**src/rtl/mdu_pkg.sv**
```systemverilog
// Shared definitions for the iterative multiply/divide unit: op codes,
// FSM states and the iteration count.
package mdu_pkg;

    typedef enum logic [1:0] {
        MDU_MULT  = 2'd0,
        MDU_MULTU = 2'd1,
        MDU_DIV   = 2'd2,
        MDU_DIVU  = 2'd3
    } mdu_op_e;

    typedef enum logic [1:0] {
        IDLE = 2'd0,
        CALC = 2'd1,
        FIX  = 2'd2
    } mdu_state_e;

    localparam int MDU_ITER = 32;

endpackage

```
**src/rtl/mdu_signfix.sv**
```systemverilog
// Conditional two's-complement negate; used both to take operand
// magnitudes and to restore result signs.
module mdu_signfix #(
    parameter int W = 32
) (
    input  logic [W-1:0] din,
    input  logic         neg,
    output logic [W-1:0] dout
);

    assign dout = neg ? -din : din;

endmodule

```
**src/rtl/mult_div_unit.sv**
```systemverilog
// Iterative MULT/MULTU/DIV/DIVU unit owning HI/LO. Shift-add multiply and
// restoring divide, one bit per cycle. The divide datapath is built only
// when MDU_DIV_EN is defined; otherwise DIV/DIVU complete as a no-op.
module mult_div_unit
    import mdu_pkg::*;
#(
    parameter int WIDTH = 32
) (
    input  logic             clk,
    input  logic             rst,
    input  logic             start,
    input  logic [1:0]       op,
    input  logic [WIDTH-1:0] a,
    input  logic [WIDTH-1:0] b,
    input  logic             hi_we,
    input  logic             lo_we,
    input  logic [WIDTH-1:0] wdata,
    output logic             busy,
    output logic             done,
    output logic             div_by_zero,
    output logic [WIDTH-1:0] hi,
    output logic [WIDTH-1:0] lo
);

    mdu_state_e           state_q, state_d;
    logic [4:0]           cnt_q;
    logic [2*WIDTH-1:0]   acc_q;
    logic [WIDTH-1:0]     opnd_q;
    logic                 res_neg_q;
    logic                 accept, calc_start, last_iter, signed_op;
    logic                 neg_a, neg_b;
    logic [WIDTH-1:0]     mag_a, mag_b;
    logic [WIDTH:0]       madd;
    logic [2*WIDTH-1:0]   mult_next, prod_fix;

    assign accept    = (state_q == IDLE) && start;
`ifdef MDU_DIV_EN
    assign calc_start = accept;
`else
    assign calc_start = accept && !op[1];
`endif
    assign last_iter = (cnt_q == 5'(MDU_ITER - 1));
    assign busy      = (state_q != IDLE);
    assign signed_op = (op == MDU_MULT) || (op == MDU_DIV);
    assign neg_a     = signed_op && a[WIDTH-1];
    assign neg_b     = signed_op && b[WIDTH-1];

    mdu_signfix #(.W(WIDTH)) u_sf_a (.din(a), .neg(neg_a), .dout(mag_a));
    mdu_signfix #(.W(WIDTH)) u_sf_b (.din(b), .neg(neg_b), .dout(mag_b));
    mdu_signfix #(.W(2*WIDTH)) u_sf_prod (.din(acc_q), .neg(res_neg_q), .dout(prod_fix));

    // Low half of acc_q starts as the multiplier and is shifted out as the
    // product's low bits are shifted in.
    assign madd      = {1'b0, acc_q[2*WIDTH-1:WIDTH]} + (acc_q[0] ? {1'b0, opnd_q} : '0);
    assign mult_next = {madd, acc_q[WIDTH-1:1]};

`ifdef MDU_DIV_EN
    logic             is_div_q, rem_neg_q;
    logic [WIDTH:0]   rem_q, shifted, diff;
    logic [WIDTH-1:0] quo_fix, rem_fix;

    assign shifted = {rem_q[WIDTH-1:0], acc_q[WIDTH-1]};
    assign diff    = shifted - {1'b0, opnd_q};

    mdu_signfix #(.W(WIDTH)) u_sf_quo (.din(acc_q[WIDTH-1:0]), .neg(res_neg_q), .dout(quo_fix));
    // A zero divisor leaves |a| in the remainder, so HI recovers the original a.
    mdu_signfix #(.W(WIDTH)) u_sf_rem (.din(rem_q[WIDTH-1:0]), .neg(rem_neg_q), .dout(rem_fix));
`endif

    always_ff @(posedge clk or posedge rst) begin
        if (rst) state_q <= IDLE;
        else     state_q <= state_d;
    end

    always_comb begin
        state_d = state_q;
        case (state_q)
            IDLE:    if (calc_start) state_d = CALC;
            CALC:    if (last_iter)  state_d = FIX;
            FIX:     state_d = IDLE;
            default: state_d = IDLE;
        endcase
    end

    always_ff @(posedge clk or posedge rst) begin
        if (rst) begin
            cnt_q       <= '0;
            acc_q       <= '0;
            opnd_q      <= '0;
            res_neg_q   <= 1'b0;
            done        <= 1'b0;
            div_by_zero <= 1'b0;
            hi          <= '0;
            lo          <= '0;
`ifdef MDU_DIV_EN
            is_div_q    <= 1'b0;
            rem_neg_q   <= 1'b0;
            rem_q       <= '0;
`endif
        end else begin
            done        <= 1'b0;
            div_by_zero <= 1'b0;
            case (state_q)
                IDLE: begin
                    if (calc_start) begin
                        cnt_q     <= '0;
                        res_neg_q <= neg_a ^ neg_b;
`ifdef MDU_DIV_EN
                        is_div_q  <= op[1];
                        rem_neg_q <= neg_a;
                        rem_q     <= '0;
`endif
                        if (op[1]) begin
                            opnd_q <= mag_b;
                            acc_q  <= {{WIDTH{1'b0}}, mag_a};
                        end else begin
                            opnd_q <= mag_a;
                            acc_q  <= {{WIDTH{1'b0}}, mag_b};
                        end
                    end else if (accept) begin
                        done <= 1'b1;
                    end else begin
                        if (hi_we) hi <= wdata;
                        if (lo_we) lo <= wdata;
                    end
                end
                CALC: begin
                    cnt_q <= cnt_q + 5'd1;
`ifdef MDU_DIV_EN
                    if (is_div_q) begin
                        rem_q              <= diff[WIDTH] ? shifted : diff;
                        acc_q[WIDTH-1:0]   <= {acc_q[WIDTH-2:0], ~diff[WIDTH]};
                    end else
`endif
                    acc_q <= mult_next;
                end
                FIX: begin
                    done <= 1'b1;
`ifdef MDU_DIV_EN
                    if (is_div_q) begin
                        hi          <= rem_fix;
                        lo          <= (opnd_q == '0) ? '1 : quo_fix;
                        div_by_zero <= (opnd_q == '0);
                    end else
`endif
                    begin
                        hi <= prod_fix[2*WIDTH-1:WIDTH];
                        lo <= prod_fix[WIDTH-1:0];
                    end
                end
                default: ;
            endcase
        end
    end

endmodule

```
**config.mk**
```make
export PLATFORM = sky130hd
export DESIGN_NAME = mult_div_unit
export DESIGN_NICKNAME = d
export VERILOG_FILES = /design/src/rtl/mdu_pkg.sv /design/src/rtl/mdu_signfix.sv /design/src/rtl/mult_div_unit.sv
export SDC_FILE = /design/constraint.sdc
export NUM_CORES = 1
export LEC_CHECK = 0
export ABC_CLOCK_PERIOD_IN_PS = 5800
export BUFFER_PORTS_ARGS = -buffer_cell sky130_fd_sc_hd__buf_4
export CORE_MARGIN = 5
export CORE_UTILIZATION = 50
export DETAILED_ROUTE_END_ITERATION = 10
export GPL_TIMING_DRIVEN = 1
export PLACE_DENSITY = 0.71
export SLEW_MARGIN = 20
export SYNTH_ARGS = -nofsm -noshare
export SYNTH_HDL_FRONTEND = slang
export SYNTH_SLANG_ARGS = --single-unit
export TNS_END_PERCENT = 10
```
**constraint.sdc**
```tcl
create_clock -name clk -period 5.8 [get_ports clk]
set_input_delay 0.58 -clock clk [delete_from_list [all_inputs] [get_ports clk]]
set_output_delay 0.58 -clock clk [all_outputs]
set_load 0.02 [all_outputs]
```
-- Yosys cells after proc, flatten, opt, wreduce, memory -nomap -nowiden
Index checks and enable logic that the tools add are counted.
- bitwise gates (word level): 1
- mux-type cells: 24
- $add $sub $neg: 5
- equality and inequality tests: 10
- reductions and logical operators: 16
- operators by type and width (kind ; count):
    $mux W32 ; 11
    $mux W64 ; 2
    $pmux W32 S2 ; 2
    $pmux W64 S2 ; 1
    $neg A32 Y32 ; 2
    $neg A64 Y64 ; 1
    $add A32 B32 Y33 ; 1
    $ne A2 B2 Y1 const B ; 6
    $pmux W5 S2 ; 1
    $reduce_and A4 Y1 ; 2
    $reduce_and A2 Y1 ; 3
    $reduce_bool A2 Y1 ; 3
    $add A5 B1 Y5 const B ; 1
    $eq A5 B5 Y1 const B ; 1
    $mux W5 ; 1
    $eq A2 B2 Y1 const B ; 2
    $logic_and A1 B1 Y1 ; 4
    $logic_not A2 Y1 ; 2
    $mux W2 ; 2
    $pmux W2 S2 ; 1
    $eq A2 B1 Y1 const B ; 1
    $mux W1 ; 2
    $pmux W1 S2 ; 1
    $logic_not A1 Y1 ; 1
    other kinds (2) ; 2
- bits of input ports: 103
- register bits: 169
- logic and storage cells: 64
- output and inout port bits: 67

-- Longest topological paths before layout
Gate-level depths: netlist of run 1.
- depth in word-level cells: 7
- mapped depth: 13
- gate-level depth less buffers: 11

-- By module
From an unflattened synthesis of run 1, not the netlist that was laid out.
- cells, all modules: 1507
- area total of the unflattened synthesis: 12185.4 µm²
- by module, submodules not included (module ; cells each ; times used ; seq. area each (µm²) ; area an instance (µm²)):
    mult_div_unit ; 1093 ; 1 ; 4229.1 ; 9197.6
    mdu_signfix at u_sf_a ... ; 108 ; 2 ; 0.0 ; 767.0
    mdu_signfix at u_sf_prod ; 198 ; 1 ; 0.0 ; 1453.9

-- Least setup slack after synthesis of run 1
No wires, ideal clock.
- path type: register -> register
- start point: register acc_q[0]
- end point: register acc_q[48]
- buffers on the path: 2
- clock period less this slack: 3.074 ns
- cell stages (with the launch flop): 13
- data required time: 5.674 ns
- arrival time: 2.948 ns
- slack: 2.726 ns
- library setup time: 0.126 ns
- cell sequence: dfrtp_1 > clkbuf_1 > clkbuf_1 > nand2_1 > inv_1 > ha_1 > a21o_1 > and4_1 > o32ai_1 > o21ai_0 > a31oi_1 > o21ai_0 > a221o_1
- word-level cells in the longest chain between the ends: 3
- RTL lines (item ; line ; source):
    from (decl) ; mult_div_unit.sv:27 ; logic [2*WIDTH-1:0] acc_q;
    from (signal assigned) ; mult_div_unit.sv:115 ; acc_q <= {{WIDTH{1'b0}}, mag_a};
    from (signal assigned) ; mult_div_unit.sv:118 ; acc_q <= {{WIDTH{1'b0}}, mag_b};
    from (signal assigned) ; mult_div_unit.sv:135 ; acc_q <= mult_next;
    $mux W32 ; mult_div_unit.sv:54 ; assign madd = {1'b0, acc_q[2*WIDTH-1:WIDTH]} + (acc_q[0] ? {1'b0, opnd_q} : '0);
    $add A32 B32 Y33 ; mult_div_unit.sv:54 ;
    $pmux W64 S2 ; mult_div_unit.sv:103 ; case (state_q)
Every way passes these cells.
A chain may end at the register's enable or synchronous reset.

-- Worst setup path after layout of run 1
Same ends and word-level chain as after synthesis.

==> results of run 1 <==
logic make-up after synthesis:
kind of cell    synth area share [%]
flops                          37.74
xor+xnor                       11.10
buf+inv                        3.494
mux                            1.105
compound gates                 23.13
other cells                  0.03346
simple gates                   19.09
fa+ha+maj                      4.309
cell usage after synthesis (all sizes together), types with 16 or more instances:
library cell,instances,area (sq um)
nand2,176,660.6
dfrtp,169,4229
o21ai,153,765.7
nor2,104,390.4
xor2,79,691.9
a21oi,77,385.4
clkbuf,68,255.2
xnor2,63,551.8
and2,38,237.7
ha,37,462.9
o31ai,35,262.8
a22oi,29,217.7
inv,29,108.9
o221ai,24,210.2
nor3,23,120.1
nand3,19,100.1
or3,18,112.6
a221oi,16,140.1
nor4,16,127.6
critical path, stage by stage (launching register included):
cell and delay, ns:
dfrtp_2 0.62, and2_1 0.27, ha_1 0.33, a21oi_1 0.25, o21ai_0 0.18, o32ai_1 0.66
o21ai_0 0.29, a31oi_1 0.36, o21ai_0 0.15, a221o_1 0.30
state kept, by name, indices dropped and copies added, names as in the netlist:
| register | flops |
|---|---|
| state_q | 2 |
| opnd_q | 32 |
| acc_q | 64 |
| cnt_q | 5 |
| hi | 32 |
| res_neg_q | 1 |
| lo | 32 |
| done | 1 |
how the worst max path moves through the flow:
| stage | startpoint | end | slack [ns] | cells after the start |
|---|---|---|---|---|
| 6_report | acc_q[0] | acc_q[48] | 2.26 | 9 |
| 5_1_grt | acc_q[0] | acc_q[48] | 1.89 | 9 |
| 2_1_floorplan | rst | acc_q[0] | 0.64 | 1 |
| 3_3_place_gp | acc_q[0] | acc_q[48] | 2.14 | 10 |
| 4_1_cts | acc_q[0] | acc_q[48] | 2.00 | 9 |
| 3_5_place_dp | acc_q[0] | acc_q[48] | 2.02 | 9 |
final cells by class:
class                   count  area share, %
well taps                 280          2.645
clock buffers              18          3.316
multi-input cells        1053          49.91
flip-flops and latches    169          31.97
clock inverters            13          1.266
repair buffers            177          10.03
inverters                  29         0.8597
through the flow:
step                      power, mW  hold slack (ns)  setup slack (ns)
after floorplan               4.757           0.4418            0.6449
after global placement        5.954           0.4522             2.137
after detailed placement      6.050           0.4634             2.022
after CTS                     7.255           0.2267             1.996
after global routing          7.796           0.2486             1.894
final                         7.276           0.1832             2.264
cell usage in the layout, fill, tap and decap left out, drive strengths merged, types with 37 or more instances in the layout:
master,count
dfrtp,169
ha,37
and2,38
o21ai,153
nor2,104
a21oi,77
xnor2,63
buf,177
xor2,79
nand2,176
power groups by stage:
stage	Combinational (mW)	Sequential, mW	Clock [mW]
2_1_floorplan	2.32	2.44	0
3_3_place_gp	3.46	2.49	0
3_5_place_dp	3.54	2.51	0
4_1_cts	3.56	2.49	1.20
5_1_grt	3.94	2.61	1.25
6_report	3.57	2.52	1.19
layer usage:
layer | wire [microns] | vias to the layer above | global-route usage [%]
li1 | - | 5024 | -
met1 | 15730 | 4969 | 38.51
met2 | 15280 | 402 | 40.96
met3 | 2436 | 42 | 4.124
met4 | 926 | 0 | 8.323
met5 | 0 | - | 0
==> results_dict.tcl, run 1 <==
set metrics [dict create \
    max_clock_freq_mhz 282.8 \
    finalNetCount 1588 \
    switchingPower_mw 3.329 \
    avgSynthCellArea_sq_um 8.458 \
    critPathKind "reg -> reg" \
    synth_area_sq_um 11210 \
    worstSetupEndpointType "flop" \
    grt_max_degree 76 \
    synthDistinctLibCells 68 \
    coreArea_sq_um 21960 \
    worstPathRequired_ns 6.11 \
    cts_htree_levels 4 \
    ctsHoldBuffers 0 \
    gp_congestion 0.9477 \
    pwr-share-comb_pct 49.0 \
    setup_viol 0 \
    grt_pass1_wl_microns 54970 \
    pwr_density_cell_nw_per_um2 549.4 \
    start_util_pct 51.04 \
    dieArea_sq_um 25510 \
    drive_above_1_share_pct 16.31 \
    switching_share_pct 45.75 \
    status "finished, final reports clean" \
    slew_headroom_pct 29.27 \
    maxCapViolations 0 \
    post-route-util_pct 60.31 \
    arrival_ns 3.85 \
    worst_pin_slew_ns 1.061 \
    dr.pass1.iters 7 \
    regArea_sq_um 4234 \
    grt.overflow.total 0 \
    num-fill-cells 2017 \
    min_period_over_period_pct 60.97 \
    reg2reg_to "acc_q[48]" \
    fin_crit_ns 3.536 \
    cts_buffer_depth 2 \
    vias_per_cell 6.002 \
    synth_nets 1466 \
    cts_setup_buffers 0 \
    dp_cells 1708 \
    r2r_cells 9 \
    path_max_fanout 37 \
    ant_nets 0 \
    clkTransAtPathRegs_ns 0.07 \
    grt_usage_pct 26.54 \
    rrSetupSlack_ns 2.26 \
    hold_path.class "in -> async" \
    placementRows 54 \
    die_w_microns 159.7 \
    synth_edf_count 0 \
    skew_ns 0.01215 \
    power_frac_seq_pct 34.6 \
    start_kind "flop" \
    clock_sinks 169 \
    first_iter_violations 997 \
    port-buffer-count 168 \
    cts_resized 0 \
    finalSetupTns_ns 0 \
    grt_pass1_vias 10130 \
    cts_made_buffers 17 \
    area_growth_pct 18.18 \
    place_area_sq_um 12630 \
    io_pins 170 \
    r2r_start "acc_q[0]" \
    design_area_sq_um 13240 \
    totalWireLength_microns 34370 \
    synth-seq-area-share_pct 37.74 \
    finalMaxSlewViolations 0 \
    ys_async_sr_fraction_pct 100.0 \
    fin_cells 1739 \
    multiInputGateArea_sq_um 6610 \
    via_count 10440 \
    dp.final_hpwl_microns 26290 \
    power.leakage_nw 5.702 \
    peakVddDrop_uv 209.1 \
    finalHoldViolCount 0 \
    synthFlopType "dfrtp_1" \
    power_frac_clock_pct 16.3 \
    cts_tree "built" \
    clk_latency_ns 0.43 \
    rsz0062_at_grt "false" \
    wl_per_cell_microns 19.77 \
    syn_inst 1325 \
    ys_seq_elements 169 \
    drc_errors 0 \
    p_int_mw 3.947 \
    antenna_found_initial 0 \
    synth-warning-count 0 \
    root_buffer "clkbuf_16" \
    n_antenna_cell 0 \
    dieHeight_microns 159.7 \
]
(Power assumes the default switching activity.)
==> inputs of run 2 (changes only) <==
- ABC_CLOCK_PERIOD_IN_PS: 5800 -> 3450
- clock period: 5.8 -> 3.45 ns (I/O delays scaled with it)
==> run 2 against run 1 <==
Via count shrank 0.49%. Sequential power rose by 64%. Cell count up 0.92%. Routed wire length shrank 0.77%. Maximum frequency up 15%. Critical endpoint is now acc_q[54]. Largest power group unchanged. Highest routed layer unchanged.
==> results_dict.tcl, run 2 (synthesized netlist as in run 1, its figures left out) <==
set metrics [dict create \
    largest_reg_flops 64 \
    final_cell_mix "buf_4, nand2_1, dfrtp_1" \
    start_util_pct 51.04 \
    start_kind "flop" \
    design_area_sq_um 13360 \
    layout_commonest_cell "buf_4" \
    root_buffer "clkbuf_16" \
    fin_crit_ns 3.078 \
    num-fill-cells 2012 \
    slew_headroom_pct 29.68 \
    drive_above_1_share_pct 17.08 \
    top_register "acc_q" \
    path_max_fanout 22 \
    critPathKind "reg -> reg" \
    first_iter_violations 1020 \
    worst_pin_slew_ns 1.053 \
    skew_ns 0.008007 \
    peakVddDrop_uv 430.6 \
    wl_per_cell_microns 19.44 \
    grt.overflow.total 0 \
    drc_errors 0 \
    worstPathRequired_ns 3.74 \
    hold_path.class "in -> async" \
    cts_buffer_depth 2 \
    grt_pass1_wl_microns 54340 \
    met1_length_microns 15970 \
    ant_nets 0 \
    max_clock_freq_mhz 324.9 \
    cts_resized 0 \
    fin_cells 1755 \
    grt_max_degree 102 \
    place_area_sq_um 12780 \
    finalSetupTns_ns 0 \
    clk_latency_ns 0.44 \
    worstSetupEndpointType "flop" \
    setup_viol 0 \
    dp_cells 1723 \
    cts_tree "built" \
    die_w_microns 159.7 \
    finalHoldViolCount 0 \
    dr.pass1.iters 5 \
    wl_met3_microns 2138 \
    grt_usage_pct 26.32 \
    pwr_density_cell_nw_per_um2 915.9 \
    clock_sinks 169 \
    rsz0062_at_grt "false" \
    dieArea_sq_um 25510 \
    dp.final_hpwl_microns 26730 \
    io_pins 170 \
    cts_htree_levels 4 \
    top_layer "met4" \
    n_antenna_cell 0 \
    maxCapViolations 0 \
    finalNetCount 1603 \
    dieHeight_microns 159.7 \
    port-buffer-count 168 \
    cts_made_buffers 17 \
    status "finished, final reports clean" \
    clkTransAtPathRegs_ns 0.07 \
    cts_setup_buffers 0 \
    wl_met2_microns 14910 \
    ctsHoldBuffers 0 \
    area_growth_pct 19.21 \
    gp_congestion 0.9303 \
    grt_pass1_vias 9760 \
    vias_per_cell 5.918 \
    arrival_ns 3.37 \
    coreArea_sq_um 21960 \
    place_ws_ns 0.3960 \
    fin_ws_ns 0.3719 \
    placementRows 54 \
    power.leakage_nw 5.782 \
    via_count 10390 \
    min_period_over_period_pct 89.22 \
    totalWireLength_microns 34110 \
    finalMaxSlewViolations 0 \
    antenna_found_initial 0 \
]
-- run 2: stage by stage --
step	power [mW]	hold slack, ns	util, %
5_1_grt	13.11	0.1294	60.84
3_3_place_gp	10.14	0.4566	58.19
3_5_place_dp	10.29	0.4651	58.19
6_report	12.24	0.05871	60.84
4_1_cts	12.20	0.08452	60.83
2_1_floorplan	7.998	0.4408	-
-- run 2: path summary, 6_finish.rpt --
kind	startpoint	end	slack (ns)	cells after the start
max	acc_q[0]	acc_q[54]	0.37	10
min	rst	acc_q[33]	0.06	2
max reg2reg	acc_q[0]	acc_q[54]	0.37	10
min reg2reg	opnd_q[3]	opnd_q[3]	0.47	2
max in group asynchronous	rst	lo[18]	2.56	3
min in group clk	op[0]	res_neg_q	0.15	2
-- run 2: layout make-up --
cell class	instances	area (sq um)	area share, %
multi-input cells	1053	6608	49.46
clock buffers	21	470.5	3.521
clock inverters	11	110.1	0.8241
flip-flops and latches	169	4230	31.66
well taps	280	350.3	2.622
inverters	29	112.6	0.8429
repair buffers	192	1479	11.07
-- run 2: power breakdown --
group          internal (mW)  switching [mW]  leakage (nW)
combinational           2.60            3.60          3.43
clock                   1.06           0.838         0.289
sequential              2.95            1.19          2.06
total                   6.62            5.62          5.78
-- run 2: worst max-delay path: stages, from the launching register on --
cell and delay (ns):
dfrtp_1 0.46, buf_4 0.23, and2_1 0.18, ha_1 0.36
a21oi_1 0.24, o21ai_0 0.14, a221oi_1 0.36, o211ai_1 0.35
a41oi_1 0.34, xor2_1 0.17, o21ai_0 0.09
-- run 2: per-layer routing --
layer,GRT usage [%],up-vias
li1,-,5053
met1,38.37,4910
met2,39.65,373
met3,4.562,50
met4,9.073,0
met5,0,-
